### src/rtl/dmem_arbiter.sv
// Two-port data-memory arbiter: round-robin between core LSU (port 0) and DMA/debug
// (port 1), with a bounded burst lock for port 1 and a one-cycle response pipeline.
module dmem_arbiter #(
  parameter int RAM_SPACE = 4096,
  parameter int LOCK_MAX  = 16
) (
  input  logic        clk,
  input  logic        rst,

  input  logic        p0_req_valid,
  output logic        p0_req_ready,
  input  logic [31:0] p0_addr,
  input  logic [31:0] p0_wdata,
  input  logic [3:0]  p0_wstrb,
  output logic        p0_rsp_valid,
  output logic [31:0] p0_rdata,
  output logic        p0_rsp_err,

  input  logic        p1_req_valid,
  output logic        p1_req_ready,
  input  logic [31:0] p1_addr,
  input  logic [31:0] p1_wdata,
  input  logic [3:0]  p1_wstrb,
  output logic        p1_rsp_valid,
  output logic [31:0] p1_rdata,
  output logic        p1_rsp_err,
  input  logic        p1_lock,

  output logic        en_mem,
  output logic [31:0] addr_mem,
  output logic [31:0] w_data_mem,
  output logic [3:0]  w_en_mem,
  input  logic [31:0] r_data_mem
);

  localparam int          CNT_W     = $clog2(LOCK_MAX + 1);
  localparam logic [29:0] RAM_WORDS = 30'(RAM_SPACE);

  typedef enum logic {FAV_P0 = 1'b0, FAV_P1 = 1'b1} rr_state_t;

  rr_state_t        ptr_reg, ptr_next;
  logic [CNT_W-1:0] lock_cnt_reg, lock_cnt_next;
  logic             rsp0_reg, rsp0_next;
  logic             rsp1_reg, rsp1_next;
  logic             rsp_rd_reg, rsp_rd_next;
  logic             rsp_err_reg, rsp_err_next;

  logic             grant0, grant1, lock_full, in_range, issue;
  logic [31:0]      sel_addr, sel_wdata;
  logic [3:0]       sel_wstrb;

  assign lock_full = (lock_cnt_reg >= CNT_W'(LOCK_MAX));

  // Lock wins until its budget is spent; then a contending port 0 is forced through.
  always_comb begin
    grant0 = 1'b0;
    grant1 = 1'b0;
    if (p1_req_valid && p1_lock && !lock_full) begin
      grant1 = 1'b1;
    end else if (p0_req_valid && p1_req_valid) begin
      if (lock_full || ptr_reg == FAV_P0) grant0 = 1'b1;
      else                                grant1 = 1'b1;
    end else begin
      grant0 = p0_req_valid;
      grant1 = p1_req_valid;
    end
  end

  always_comb begin
    sel_addr  = grant1 ? p1_addr  : p0_addr;
    sel_wdata = grant1 ? p1_wdata : p0_wdata;
    sel_wstrb = grant1 ? p1_wstrb : p0_wstrb;
    in_range  = (sel_addr[31:2] < RAM_WORDS);
    issue     = (grant0 | grant1) & in_range;
  end

  // Outputs are forced low while reset is held; internal next-state stays ungated.
  assign p0_req_ready = grant0 & ~rst;
  assign p1_req_ready = grant1 & ~rst;
  assign en_mem       = issue & ~rst;
  assign addr_mem     = en_mem ? sel_addr  : 32'd0;
  assign w_data_mem   = en_mem ? sel_wdata : 32'd0;
  assign w_en_mem     = en_mem ? sel_wstrb : 4'd0;

  assign p0_rsp_valid = rsp0_reg;
  assign p1_rsp_valid = rsp1_reg;
  assign p0_rsp_err   = rsp0_reg & rsp_err_reg;
  assign p1_rsp_err   = rsp1_reg & rsp_err_reg;
  assign p0_rdata     = (rsp0_reg && rsp_rd_reg && !rsp_err_reg) ? r_data_mem : 32'd0;
  assign p1_rdata     = (rsp1_reg && rsp_rd_reg && !rsp_err_reg) ? r_data_mem : 32'd0;

  always_comb begin
    ptr_next      = ptr_reg;
    lock_cnt_next = lock_cnt_reg;
    rsp0_next     = grant0;
    rsp1_next     = grant1;
    rsp_rd_next   = (sel_wstrb == 4'd0);
    rsp_err_next  = ~in_range;
    if (grant0)      ptr_next = FAV_P1;
    else if (grant1) ptr_next = FAV_P0;
    if (!p1_lock || grant0)
      lock_cnt_next = '0;
    else if (grant1 && !lock_full)
      lock_cnt_next = lock_cnt_reg + CNT_W'(1);
  end

  always_ff @(posedge clk or posedge rst) begin
    if (rst) begin
      ptr_reg      <= FAV_P0;
      lock_cnt_reg <= '0;
      rsp0_reg     <= 1'b0;
      rsp1_reg     <= 1'b0;
      rsp_rd_reg   <= 1'b0;
      rsp_err_reg  <= 1'b0;
    end else begin
      ptr_reg      <= ptr_next;
      lock_cnt_reg <= lock_cnt_next;
      rsp0_reg     <= rsp0_next;
      rsp1_reg     <= rsp1_next;
      rsp_rd_reg   <= rsp_rd_next;
      rsp_err_reg  <= rsp_err_next;
    end
  end

endmodule
### config.mk
export PLATFORM = sky130hd
export DESIGN_NAME = dmem_arbiter
export DESIGN_NICKNAME = d
export VERILOG_FILES = /design/src/rtl/dmem_arbiter.sv
export SDC_FILE = /design/constraint.sdc
export NUM_CORES = 1
export LEC_CHECK = 0
export ABC_CLOCK_PERIOD_IN_PS = 4700
export CORE_AREA = 2 2 122 124
export DETAILED_ROUTE_END_ITERATION = 6
export DIE_AREA = 0 0 124 126
export GPL_ROUTABILITY_DRIVEN = 0
export SYNTH_ARGS = -nofsm -noshare
export SYNTH_HDL_FRONTEND = slang
export SYNTH_SLANG_ARGS = --single-unit
### constraint.sdc
create_clock -name clk -period 4.7 [get_ports clk]
set_clock_uncertainty 0.2 [all_clocks]
set_input_delay 0.705 -clock clk [delete_from_list [all_inputs] [get_ports clk]]
set_output_delay 0.705 -clock clk [all_outputs]
set_load 0.02 [all_outputs]
==> impl_summary.md, run 1 <==
Outcome
The run finished with clean final reports.

Clocking
In this run the deepest clock path goes through 2 buffers. Counting the buffers created by CTS gives 3. For this design, the sink count on the clock tree is 10.

The number of resized instances in the post-cts repair step is 0. Buffers inserted to repair hold after CTS numbered 0. The TritonCTS clock tree is done. The tree is rooted in a sky130_fd_sc_hd__clkbuf_16.

The post-CTS setup buffer count is 0. The number of H-tree levels is 1. The clock latency of the later-clocked register in the worst-skew pair is ~0.24 ns. The clock transition at the registers of the reported paths is 0.04 ns.

Layout
The register with the most flip-flops in the layout has 5 of them. The area growth from synthesis to final layout is 174%. The number of antenna diodes is 0.

The design area is approximately 4900 sq um. The post-route netlist has about 2.8% of its cells at a drive strength greater than 1. The final net count is around 680.

Routing
The detailed router finished its first iteration with 63 violations. The number of remaining DRC errors is 0. The number of nets with antenna violations after routing is 0. The detailed-route via count is roughly 2,700. The final routed wire length divided by cell count is between 15 and 20 microns. In the routed layout, each cell is associated on average with a via count of ~4.0. The sum of routed wire length over all layers is roughly 11 mm. The first-pass detailed-route iteration total is 4.

Floorplanning
The floorplan has 44 rows. The region available for standard cell placement spans 14,300 sq um. The die is between 100 and 150 microns tall. The horizontal die dimension is between 100 and 150 microns. The initial utilization of the core area, before any placement, comes to 12.4%. For this design the top-level I/O count stands at ~310.

The die covers 15,600 sq um.

Yosys
Synthesis instantiated 38 different standard cells from the library. The number of enable flip-flop cells after synthesis is 0. The average instance area after synthesis is 8.00 sq um. Of the synthesized area, sequential elements account for 14.1%. The mapped cell area is approximately 1800 sq um.

The number of synthesized register bits is 10. The Yosys step of the flow raised 0 warnings. In the synthesized netlist, the number of instances is approximately 220. The share of async-settable or async-resettable flops after synthesis is 100%.

The predominant post-synthesis flop cell is sky130_fd_sc_hd__dfrtp_1.

Min path
The startpoint of the worst hold path is ptr_reg$_DFFE_PP0N_. The path with the worst hold slack has its endpoint at ptr_reg$_DFFE_PP0N_. The worst hold path cell count is 1. The path type of the worst min-delay path is reg2reg.

Timing
Setup repair after global routing left no endpoint under its margin. The count of endpoints failing hold in the final timing report came to 0. For this run, the top clock speed supported by timing is 246 MHz. For the pin with the worst max-slew slack, the measured transition is 0.881 ns.

In this run the tightest slew margin relative to its limit is approximately two fifths. Adding up every negative setup slack in the final design gives 0 ns. The worst path uses between 80 and 90% of the clock period. The number of slew-limit violations in the final report was 0. The count of endpoints failing setup in the final report is 0.

Once routing completed, OpenROAD measured the worst setup slack at between 0.6 and 0.7 ns. The clock period could shrink to between 4 and 5 ns.

Placed design
The minimum setup slack after placement is about 0.59 ns. After detailed placement, the total cell area comes to 4770 sq um. During placement, the flow inserted port buffers numbering 293. Summed over all nets, the half-perimeter wirelength after detailed placement is about 9 mm.

Global route
The global-route wire length before repair is 14.8 mm. The initial antenna violation count is 0. Entering global routing, the biggest net connects 52 pins. Global routing consumed, over all layers together, 12.3% of the routing resources. The aggregate global routing overflow is 0. The number of global-route vias before repair is 2,616.

Critical path
The worst setup path is of the in2out kind. The number of cells on the worst reg-to-reg path is 5. The worst setup path is captured at an output port. The category of the worst setup path launch point is an input port. Data on the critical path is required at its endpoint by ~3.8 ns. The endpoint of the worst register-to-register path is rsp_rd_reg$_DFF_PP0_.

Of all nets on the critical path, the largest fanout is about 50. The worst register-to-register path has a setup slack of 2.97 ns. The startpoint identified for the worst register-to-register timing path is lock_cnt_reg[4]$_DFFE_PP0P_. The critical path data arrival time is 3.16 ns.

Power and ir drop
The leakage power summed over all cells is about 1.8 nW. Across the VDD grid, the largest voltage drop is a little under 0.1 mV. In this run the power density over the cells is ~95 nW/um^2.

Job
Max-cap violations in this run came to 0.
-- stage by stage --
step / util, % / hold slack, ns / total power, mW / cells
floorplan: - / 0.250 / 0.139 / 239
global placement: 33.3 / 0.266 / 0.295 / 685
detailed placement: 33.3 / 0.266 / 0.296 / 685
CTS: 34.0 / 0.300 / 0.470 / 689
global route: 34.0 / 0.305 / 0.487 / 689
finish: 34.0 / 0.290 / 0.464 / 689
-- cell families after synthesis --
kind of cell    share of synthesized area, %
simple gates                            37.0
fa+ha+maj                               1.41
buf+inv                                 17.6
flops                                   14.1
other cells                            0.211
xor+xnor                               0.493
compound gates                          28.7
mux                                    0.563
-- worst max-delay path, cell delays in order --
cell and delay [ns]:
sky130_fd_sc_hd__clkdlybuf4s50_1 0.41, sky130_fd_sc_hd__or4_4 0.53, sky130_fd_sc_hd__nor3_2 0.14, sky130_fd_sc_hd__and4_2 0.27, sky130_fd_sc_hd__buf_12 0.23, sky130_fd_sc_hd__a22o_1 0.21
sky130_fd_sc_hd__clkdlybuf4s50_1 0.63
-- worst max-delay path by stage --
stage | startpoint | slack (ns) | cells after the start | end
after floorplan | p1_addr[31] | 1.73 | 6 | addr_mem[0]
after global placement | p1_addr[31] | 0.61 | 7 | addr_mem[10]
after detailed placement | p1_addr[31] | 0.59 | 7 | addr_mem[5]
after CTS | p1_addr[31] | 0.59 | 7 | addr_mem[5]
after global routing | p1_addr[26] | 0.51 | 7 | addr_mem[5]
final | p1_addr[31] | 0.64 | 7 | addr_mem[10]
-- report_power, final --
group / total (mW) / internal (mW) / switching [mW]
sequential: 0.0935 / 0.0907 / 0.00277
clock: 0.168 / 0.128 / 0.0404
combinational: 0.202 / 0.140 / 0.0615
-- cell usage in the layout, fill, tap and decap left out, types with 2 or more instances in the layout --
cell type	count
sky130_fd_sc_hd__nor2_1	8
sky130_fd_sc_hd__conb_1	18
sky130_fd_sc_hd__buf_12	2
sky130_fd_sc_hd__o21ai_0	2
sky130_fd_sc_hd__buf_4	2
sky130_fd_sc_hd__nor2b_1	2
sky130_fd_sc_hd__or4_1	3
sky130_fd_sc_hd__a21oi_1	3
sky130_fd_sc_hd__nor3_1	3
sky130_fd_sc_hd__nand3_1	2
sky130_fd_sc_hd__ha_1	2
sky130_fd_sc_hd__dfrtp_1	10
sky130_fd_sc_hd__nand2_1	2
sky130_fd_sc_hd__clkbuf_16	3
sky130_fd_sc_hd__inv_1	5
sky130_fd_sc_hd__nor4_1	6
sky130_fd_sc_hd__a22o_1	50
sky130_fd_sc_hd__and3b_1	2
sky130_fd_sc_hd__and2_1	68
sky130_fd_sc_hd__clkdlybuf4s50_1	293
-- area by class of cell --
cell class / instances / area, sq um
repair buffers: 297 / 2990
fillers: 1482 / 9450
inverters: 5 / 18.8
multi-input cells: 189 / 1280
clock buffers: 4 / 88.8
flip-flops and latches: 10 / 250
well taps: 184 / 230
-- cell usage after synthesis, drive strengths merged (2+ instances only) --
master | n | area, sq um
a22o | 50 | 438
a21oi | 3 | 15.0
nand3 | 2 | 10.0
and2 | 68 | 425
clkbuf | 6 | 22.5
nor2b | 2 | 12.5
inv | 5 | 18.8
buf | 29 | 272
dfrtp | 10 | 250
nor4 | 7 | 43.8
and3b | 2 | 17.5
ha | 2 | 25.0
o21ai | 3 | 18.8
or4 | 4 | 33.8
nor2 | 8 | 30.0
nor3 | 4 | 25.0
nand2 | 2 | 7.51
-- layer usage --
metal,vias to the layer above,global-route usage [%],part of all wire [%]
li1,1334,-,-
met1,1273,15.8,42
met2,119,22.3,52
met3,5,1.49,6.0
met4,0,1.59,0.46
met5,-,0,0
Note: power is estimated with default switching activity, not from simulation.
==> run 2, diff against run 1 <==
Settings changed: PLACE_DENSITY set to 0.57, SETUP_SLACK_MARGIN set to 0.2.
==> impl_summary.md, run 2 (synthesis results as in run 1) <==
Clocking
The number of H-tree levels came to 1 (unchanged). The maximum clock insertion buffer count came to 2 (unchanged). The number of resized instances in the post-cts repair step was 0 (unchanged). The clock transition at the registers of the reported paths is 0.04 ns (about the same). The post-CTS setup buffer count is 0 (unchanged). The TritonCTS clock tree is done. The root buffer cell chosen for the clock tree is sky130_fd_sc_hd__clkbuf_16.

The count of hold-fix buffers inserted at cts is 0 (unchanged). The number of sinks on the clock net is 10 (unchanged). The clock latency of the later-clocked register in the worst-skew pair is 0.23 ns (about the same).

The number of buffers created by CTS is 3 (unchanged).

Power and ir drop
The largest voltage drop on the vdd net is 0.150 mV (+56%). The leakage power summed over all cells is 1.84 nW (unchanged). The power density over the cells is 93.8 nW/um^2 (-1.7%).

Layout
The library cell used most frequently in the layout, excluding fill and tap cells, is sky130_fd_sc_hd__clkdlybuf4s50_1. The area growth from synthesis to final layout is 174% (unchanged). The flip-flop count of the largest register after layout came to 5 (unchanged). The number of antenna diodes is 0 (unchanged). In the layout the commonest cells are 293 x sky130_fd_sc_hd__clkdlybuf4s50_1, 68 x sky130_fd_sc_hd__and2_1, 50 x sky130_fd_sc_hd__a22o_1. The post-route non-filler standard cell count is 689 (unchanged).

The post-route core utilization is 34.0% (unchanged). The share of layout cells above drive strength 1 is 2.77% (unchanged). The final net count is 681 (unchanged).

Floorplanning
The initial standard-cell utilization of the core came to 12.4% (unchanged). The area of the die came to 15,600 sq um (unchanged). The floorplan row count is 44 (unchanged). The I/O pin count is 312 (unchanged). The horizontal die dimension is 124 microns (unchanged). The area inside the core boundary came to 14,300 sq um (unchanged). The height of the die is 126 microns (unchanged).

Timing
The aggregate negative setup slack is 0 ns (unchanged). The number of slew-limit violations in the final report is 0 (unchanged). The minimum period implied by the final worst setup slack is 4.05 ns (-0.0195 ns). The slew at the pin closest to its max-slew limit came to 0.882 ns (+0.00114 ns).

The count of endpoints failing setup in the final report is 0 (unchanged). The final critical-path share of the clock period was 86.1% (-0.41 points). The count of endpoints failing hold in the final timing report is 0 (unchanged).

Setup repair after global routing left no endpoint under its margin. The worst slew margin relative to its limit was 41.2% (-0.076 points). The worst hold-check slack came to 0.277 ns (-0.0133 ns).

The maximum clock rate came to 247 MHz (+0.48%).

Routing
The count of routing violations after the opening detailed-route iteration was 69 (+9.5%). The number of nets with antenna violations after routing was 0 (unchanged). The sum of routed wire length over all layers is 9.47 mm (-9.8%). The detailed-route via count is 2,700 (-1.1%). The number of remaining DRC errors is 0 (unchanged). The final routed wire length divided by cell count came to 13.8 microns (-9.8%). The routed via count divided by cell count came to 3.92 (-1.1%).

The first-pass detailed-route iteration total came to 4 (unchanged).

Critical path
The maximum fanout along the worst path is 51 (unchanged). The critical path start-end classification is in2out. The critical path data arrival time is 3.14 ns (-0.02 ns). The critical path capture point type is an output port. The worst setup path is launched from an input port. The required arrival time at the worst endpoint is 3.80 ns (about the same).

Placed design
The port buffer count is 293 (unchanged). The total placed cells including tap cells is 685 (unchanged). The half-perimeter wire length after placement is 8.09 mm (-11%).

Min path
The path type of the worst min-delay path is reg2reg.

Job
The max-cap check violation count came to 0 (unchanged).

Global route
The pin count of the biggest net entering global routing is 52 (unchanged). The total routing usage reported by global routing was 10.9% (-1.4 points). The initial antenna violation count is 0 (unchanged). The number of global-route vias before repair is 2,556 (-2.3%). The global-route wire length before repair was 13.6 mm (-8.2%). The aggregate global routing overflow is 0 (unchanged).

Outcome
The run finished with clean final reports.
-- run 2: final timing paths --
check	from	end	slack, ns	cells past startpoint
max	p1_addr[26]	w_data_mem[22]	0.65	7
min	ptr_reg$_DFFE_PP0N_	ptr_reg$_DFFE_PP0N_	0.28	1
max reg2reg	lock_cnt_reg[4]$_DFFE_PP0P_	rsp_err_reg$_DFF_PP0_	3.03	5
min reg2reg	ptr_reg$_DFFE_PP0N_	ptr_reg$_DFFE_PP0N_	0.28	1
max in group asynchronous	rst	p0_rsp_valid$_DFF_PP0_	3.48	3
min in group asynchronous	rst	lock_cnt_reg[3]$_DFFE_PP0P_	0.68	3
-- run 2: report_power, final --
| part | switching, mW | internal, mW |
|---|---|---|
| logic | 0.0566 | 0.140 |
| clock network | 0.0382 | 0.128 |
| registers | 0.00275 | 0.0907 |
| total | 0.0976 | 0.358 |
-- run 2: cell type report --
cell class,instances,area (sq um)
sequential,10,250
timing repair buffer,297,2990
inverter,5,18.8
tap,184,230
clock buffer,4,88.8
multi-input combinational,189,1280
fill,1491,9450
-- run 2: routing by layer --
layer	part of all wire, %	up-vias	track usage [%]	wire [microns]
li1	-	1337	-	-
met1	38	1218	12.1	3570
met2	54	145	21.3	5070
met3	8.8	0	2.76	836
met4	0	0	0.529	0
met5	0	-	0	0
-- run 2: stage by stage --
stage	power (mW)	setup WS (ns)	area [sq um]
finish	0.456	0.655	4860
global route	0.480	0.540	4860
CTS	0.462	0.647	4860
detailed placement	0.292	0.649	4770
global placement	0.291	0.642	4770
floorplan	0.139	1.73	1840
-- run 2: worst max-delay path: stages --
cell	delay (ns)
sky130_fd_sc_hd__clkdlybuf4s50_1	0.40
sky130_fd_sc_hd__or4_1	0.51
sky130_fd_sc_hd__nor2_1	0.16
sky130_fd_sc_hd__and4_2	0.27
sky130_fd_sc_hd__buf_12	0.24
sky130_fd_sc_hd__a22o_1	0.22
sky130_fd_sc_hd__clkdlybuf4s50_1	0.62
==> variant 1, RTL diff (settings of run 2) <==
`RAM_SPACE`: 4096 -> 2048.
--- a/src/rtl/dmem_arbiter.sv
+++ b/src/rtl/dmem_arbiter.sv
@@ -1,7 +1,7 @@
 // Two-port data-memory arbiter: round-robin between core LSU (port 0) and DMA/debug
 // (port 1), with a bounded burst lock for port 1 and a one-cycle response pipeline.
 module dmem_arbiter #(
-  parameter int RAM_SPACE = 4096,
+  parameter int RAM_SPACE = 2048,
   parameter int LOCK_MAX  = 16
 ) (
   input  logic        clk,
Behaviour: not the same (Yosys sat finds a counterexample within 4 cycles, from zero or initial values and one cycle with rst high).
==> variant 1 against run 2 <==
Worst hold slack gained 0.0049 ns. Setup slack worse by 0.033 ns. Sequential cell count unchanged. Non-clock buffer count did not move. Wire length up 7.9%. Cell area rose by 0.33%. Total power is 2.4% higher. Area after synthesis is 0.35% higher. Critical path type unchanged. Largest cell class unchanged.
==> variant 1: results (changes against run 2) <==
status=finished, final reports clean (unchanged); adder-cell area share of the yosys netlist=1.40% (was 1.41%); vias in the first global route=2800 (was 2556); worst-path fanout max=40 (was 51); Compound-Gate Fraction of Synth Area=27.9% (was 28.7%); GR Util met3=3.53% (was 2.76%); metal3 WL=1.05 mm (was 836 um); IO Port Bufs=292 (was 293); crit path to=addr_mem[1] (was w_data_mem[22]); sequential share of power=20.0% (was 20.5%); HPWL Detailed=8.93 mm (was 8.09 mm); highest routed metal layer=met4 (was met3); synth cell count leaders=68 x and2_1, 49 x a22o_1, 19 x buf_4, 10 x dfrtp_1, 7 x clkbuf_1 (was 68 x and2_1, 50 x a22o_1, 18 x buf_4, 10 x dfrtp_1, 8 x nor2_1); worst r2r src=ptr_reg (was lock_cnt_reg[4]); P_leak=1.85 nW (was 1.84 nW); Critical Path AT=3.17 ns (was 3.14 ns); part of the Yosys area used for sequential elements=14.0% (was 14.1%); combinational share of power=43.9% (was 43.1%); comb pwr=0.000205 W (was 0.000196 W); metal2 WL=5.48 mm (was 5.07 mm); mux cell area share after synthesis=0.561% (was 0.563%); first-pass GRT wire length=14.7 mm (was 13.6 mm); DR iter-0 viols=52 (was 69); Tightest Pin Transition=0.871 ns (was 0.882 ns); clock buffer depth=2 (unchanged); DRT Wirelength=10.2 mm (was 9.47 mm); largest net degree at the start of global routing=51 (was 52); layout cells sized above 1=3.36% (was 2.77%); Pint=0.000360 W (was 0.000358 W); Max VDD drop=0.000130 V (was 0.000150 V); Area contributors post-synth=a22o_1 24%, and2_1 24%, dfrtp_1 14%, buf_4 8.0%, nor4_4 3.6% (was a22o_1 25%, and2_1 24%, dfrtp_1 14%, buf_4 7.6%, buf_12 5.6%); met2 Resource Use GR=22.8% (was 21.3%)
[variant 1: cell types whose count changed after synthesis, sizes merged]
cell	before	now
nand2	2	3
a41oi	1	0
a22o	50	49
nor4	7	10
clkbuf	6	7
or2b	1	0
and3	1	2
nand2b	0	1
nor4b	0	1
or4	4	1
nor2	8	6
a31oi	0	1
[variant 1: metrics by stage]
step                setup slack (ns)  hold slack [ns]  utilization [%]  std cells  area (um2)
finish                         0.621            0.281             34.1        690        4880
global route                   0.454            0.291             34.1        690        4880
CTS                            0.553            0.282             34.1        690        4880
detailed placement             0.561            0.274             33.5        686        4790
global placement               0.558            0.262             33.5        686        4790
floorplan                       1.90            0.250                -        241        1850
[variant 1: cell type report]
| cell class | count | area, um2 |
|---|---|---|
| fillers | 1459 | 9440 |
| repair buffers | 297 | 2960 |
| multi-input cells | 190 | 1330 |
| flip-flops and latches | 10 | 250 |
| well taps | 184 | 230 |
| clock buffers | 4 | 88.8 |
| inverters | 5 | 18.8 |
==> variant 2, RTL diff (config.mk and constraints of run 2) <==
Made on the original files. Reset style: synchronous (`rst`), changed in one clocked block.
--- a/src/rtl/dmem_arbiter.sv
+++ b/src/rtl/dmem_arbiter.sv
@@ -104,7 +104,7 @@
       lock_cnt_next = lock_cnt_reg + CNT_W'(1);
   end
 
-  always_ff @(posedge clk or posedge rst) begin
+  always_ff @(posedge clk) begin
     if (rst) begin
       ptr_reg      <= FAV_P0;
       lock_cnt_reg <= '0;
Formal check against the unedited RTL: differs if rst is asserted again (counterexample within 4 cycles, from zero or initial values and one cycle with rst high); with rst held inactive, the same outputs for 10 cycles.
==> variant 2 against run 2 <==
Area after synthesis grew 19%. Cell area grew 7.5%. Non-clock buffer count grew 2. Cell count grew 15%. Wire length grew 31%. Count of clock-buffer cells in the layout is the same. Sequential cell count is the same. First-iteration DRC count grew 45%. Highest routed layer is now met4. Sequential share of layout area shrank 1.3 points. Total power grew 11%. Setup slack gained 0.040 ns. Largest power group unchanged.
==> variant 2: results (changes against run 2) <==
hold depth=2 (was 1); clock buffer depth=2 (unchanged); Ys Warns=0 (unchanged); DR iter-0 viols=100 (was 69); first-pass GRT wire length=18.0 mm (was 13.6 mm); Layout Nets=781 (was 681); part of the Yosys area used for sequential elements=9.49% (was 14.1%); IO Port Bufs=293 (unchanged); FF-to-FF End=rsp_rd_reg (was rsp_err_reg); largest net degree at the start of global routing=52 (unchanged); Netlist cell types=34 (was 38); filler instances=1506 (was 1491); worst hold path class=flop to flop (unchanged); DR pass1 iterations=5 (was 4); worst skew pair latency=0.24 ns; cts-stage hold buffer count=0 (unchanged); fraction of registers with async set/reset=0% (was 100%); Post-CTS Setup Inserts=0 (unchanged); H-tree levels=1 (unchanged); Tightest Pin Transition=0.814 ns (was 0.882 ns); DR vias/cell=4.40 (was 3.92); worst-path fanout max=51 (unchanged); vias in the first global route=3444 (was 2556); initial antenna violation count=2 (was 0); clk slew on worst S/H paths=0.04 ns (about the same); CTS Buf Count=3 (unchanged); Max VDD drop=0.0000652 V (was 0.000150 V); DRT Wirelength=12.4 mm (was 9.47 mm); worst r2r src=lock_cnt_reg[4] (unchanged); critical path startpoint=p0_req_valid (was p1_addr[26]); Total GRT Usage=14.5% (was 10.9%); ys flop type=dfxtp_1 (was dfrtp_1); FF-to-FF path depth=5 (unchanged); CTS-repair resized insts=0 (unchanged); synth cell count leaders=101 x nand3_1, 66 x and2_1, 48 x a21oi_1, 20 x clkbuf_1, 18 x buf_4 (was 68 x and2_1, 50 x a22o_1, 18 x buf_4, 10 x dfrtp_1, 8 x nor2_1); status=finished, final reports clean (unchanged); Critical Path AT=3.10 ns (was 3.14 ns); HPWL Detailed=10.3 mm (was 8.09 mm); layout cells sized above 1=4.13% (was 2.77%); max reg flops=5 (unchanged); Worst R2R Setup Slack=2.67 ns (was 3.03 ns); crit path to=w_data_mem[31] (was w_data_mem[22]); P_leak=1.70 nW (was 1.84 nW); root buf cell=clkbuf_16 (unchanged); Area contributors post-synth=nand3_1 24%, and2_1 20%, a21oi_1 11%, dfxtp_1 9.5%, buf_4 6.4% (was a22o_1 25%, and2_1 24%, dfrtp_1 14%, buf_4 7.6%, buf_12 5.6%)
variant 2: cell count changes in the layout (fill, tap and decap cells not counted), sizes merged, moves of 3 or more:
| cell | before | now |
|---|---|---|
| o211ai | 0 | 3 |
| dfrtp | 10 | 0 |
| or4 | 4 | 1 |
| a21oi | 3 | 54 |
| nand3 | 2 | 101 |
| dfxtp | 0 | 10 |
| a22o | 50 | 0 |
| nor3 | 4 | 0 |
variant 2: area by class of cell:
type / instances / area share, %
Antenna cell: 2 / 0.0958
Clock buffer: 4 / 1.70
Inverter: 6 / 0.431
Multi-Input combinational cell: 286 / 31.4
Sequential cell: 10 / 3.83
Tap cell: 184 / 4.41
Timing Repair Buffer: 299 / 58.2
variant 2: worst min path at each step:
stage / from / to
4_1_cts: lock_cnt_reg[3] / lock_cnt_reg[3]
6_report: lock_cnt_reg[3] / lock_cnt_reg[3]
5_1_grt: lock_cnt_reg[3] / lock_cnt_reg[3]
2_1_floorplan: lock_cnt_reg[3] / lock_cnt_reg[3]
3_5_place_dp: lock_cnt_reg[3] / lock_cnt_reg[3]
3_3_place_gp: lock_cnt_reg[3] / lock_cnt_reg[3]
variant 2: logic make-up after synthesis:
kind of cell / count (synthesis) / share of synthesized area (%)
AO/OA/AOI/OAI: 71 / 21.3
XOR/XNOR: 1 / 0.415
adder cells (fa/ha/maj): 2 / 1.19
buffers and inverters: 59 / 16.4
flip-flops: 10 / 9.49
multiplexers: 1 / 0.475
other: 1 / 0.178
AND/OR/NAND/NOR: 193 / 50.6
variant 2: layer usage:
layer / vias up / GRT usage, % / part of all wire (%)
li1: 1693 / - / -
met4: 0 / 4.69 / 1.1
met2: 217 / 28.8 / 53
met1: 1559 / 15.0 / 36
met3: 10 / 2.40 / 9.3
met5: - / 0 / 0
variant 2: power breakdown:
part	total, W	internal, W	switching (W)
Sequential	0.0000909	0.0000884	0.00000256
Clock	0.000168	0.000128	0.0000404
Combinational	0.000249	0.000154	0.0000945
Total	0.000508	0.000370	0.000137
variant 2: per-stage QoR:
step	hold slack, ns	instances	setup WS, ns	cell area (um2)
6_report	0.289	791	0.694	5230
5_1_grt	0.322	791	0.520	5230
4_1_cts	0.293	789	0.632	5220
3_5_place_dp	0.287	785	0.641	5130
3_3_place_gp	0.269	785	0.651	5130
2_1_floorplan	0.254	355	1.77	2170
variant 2: worst max-delay path, cell delays in order:
cell             delay, ns
clkdlybuf4s50_1       0.47
inv_1                 0.20
o21a_2                0.50
o211ai_4              0.16
buf_12                0.21
a21oi_1               0.15
clkdlybuf4s50_1       0.68
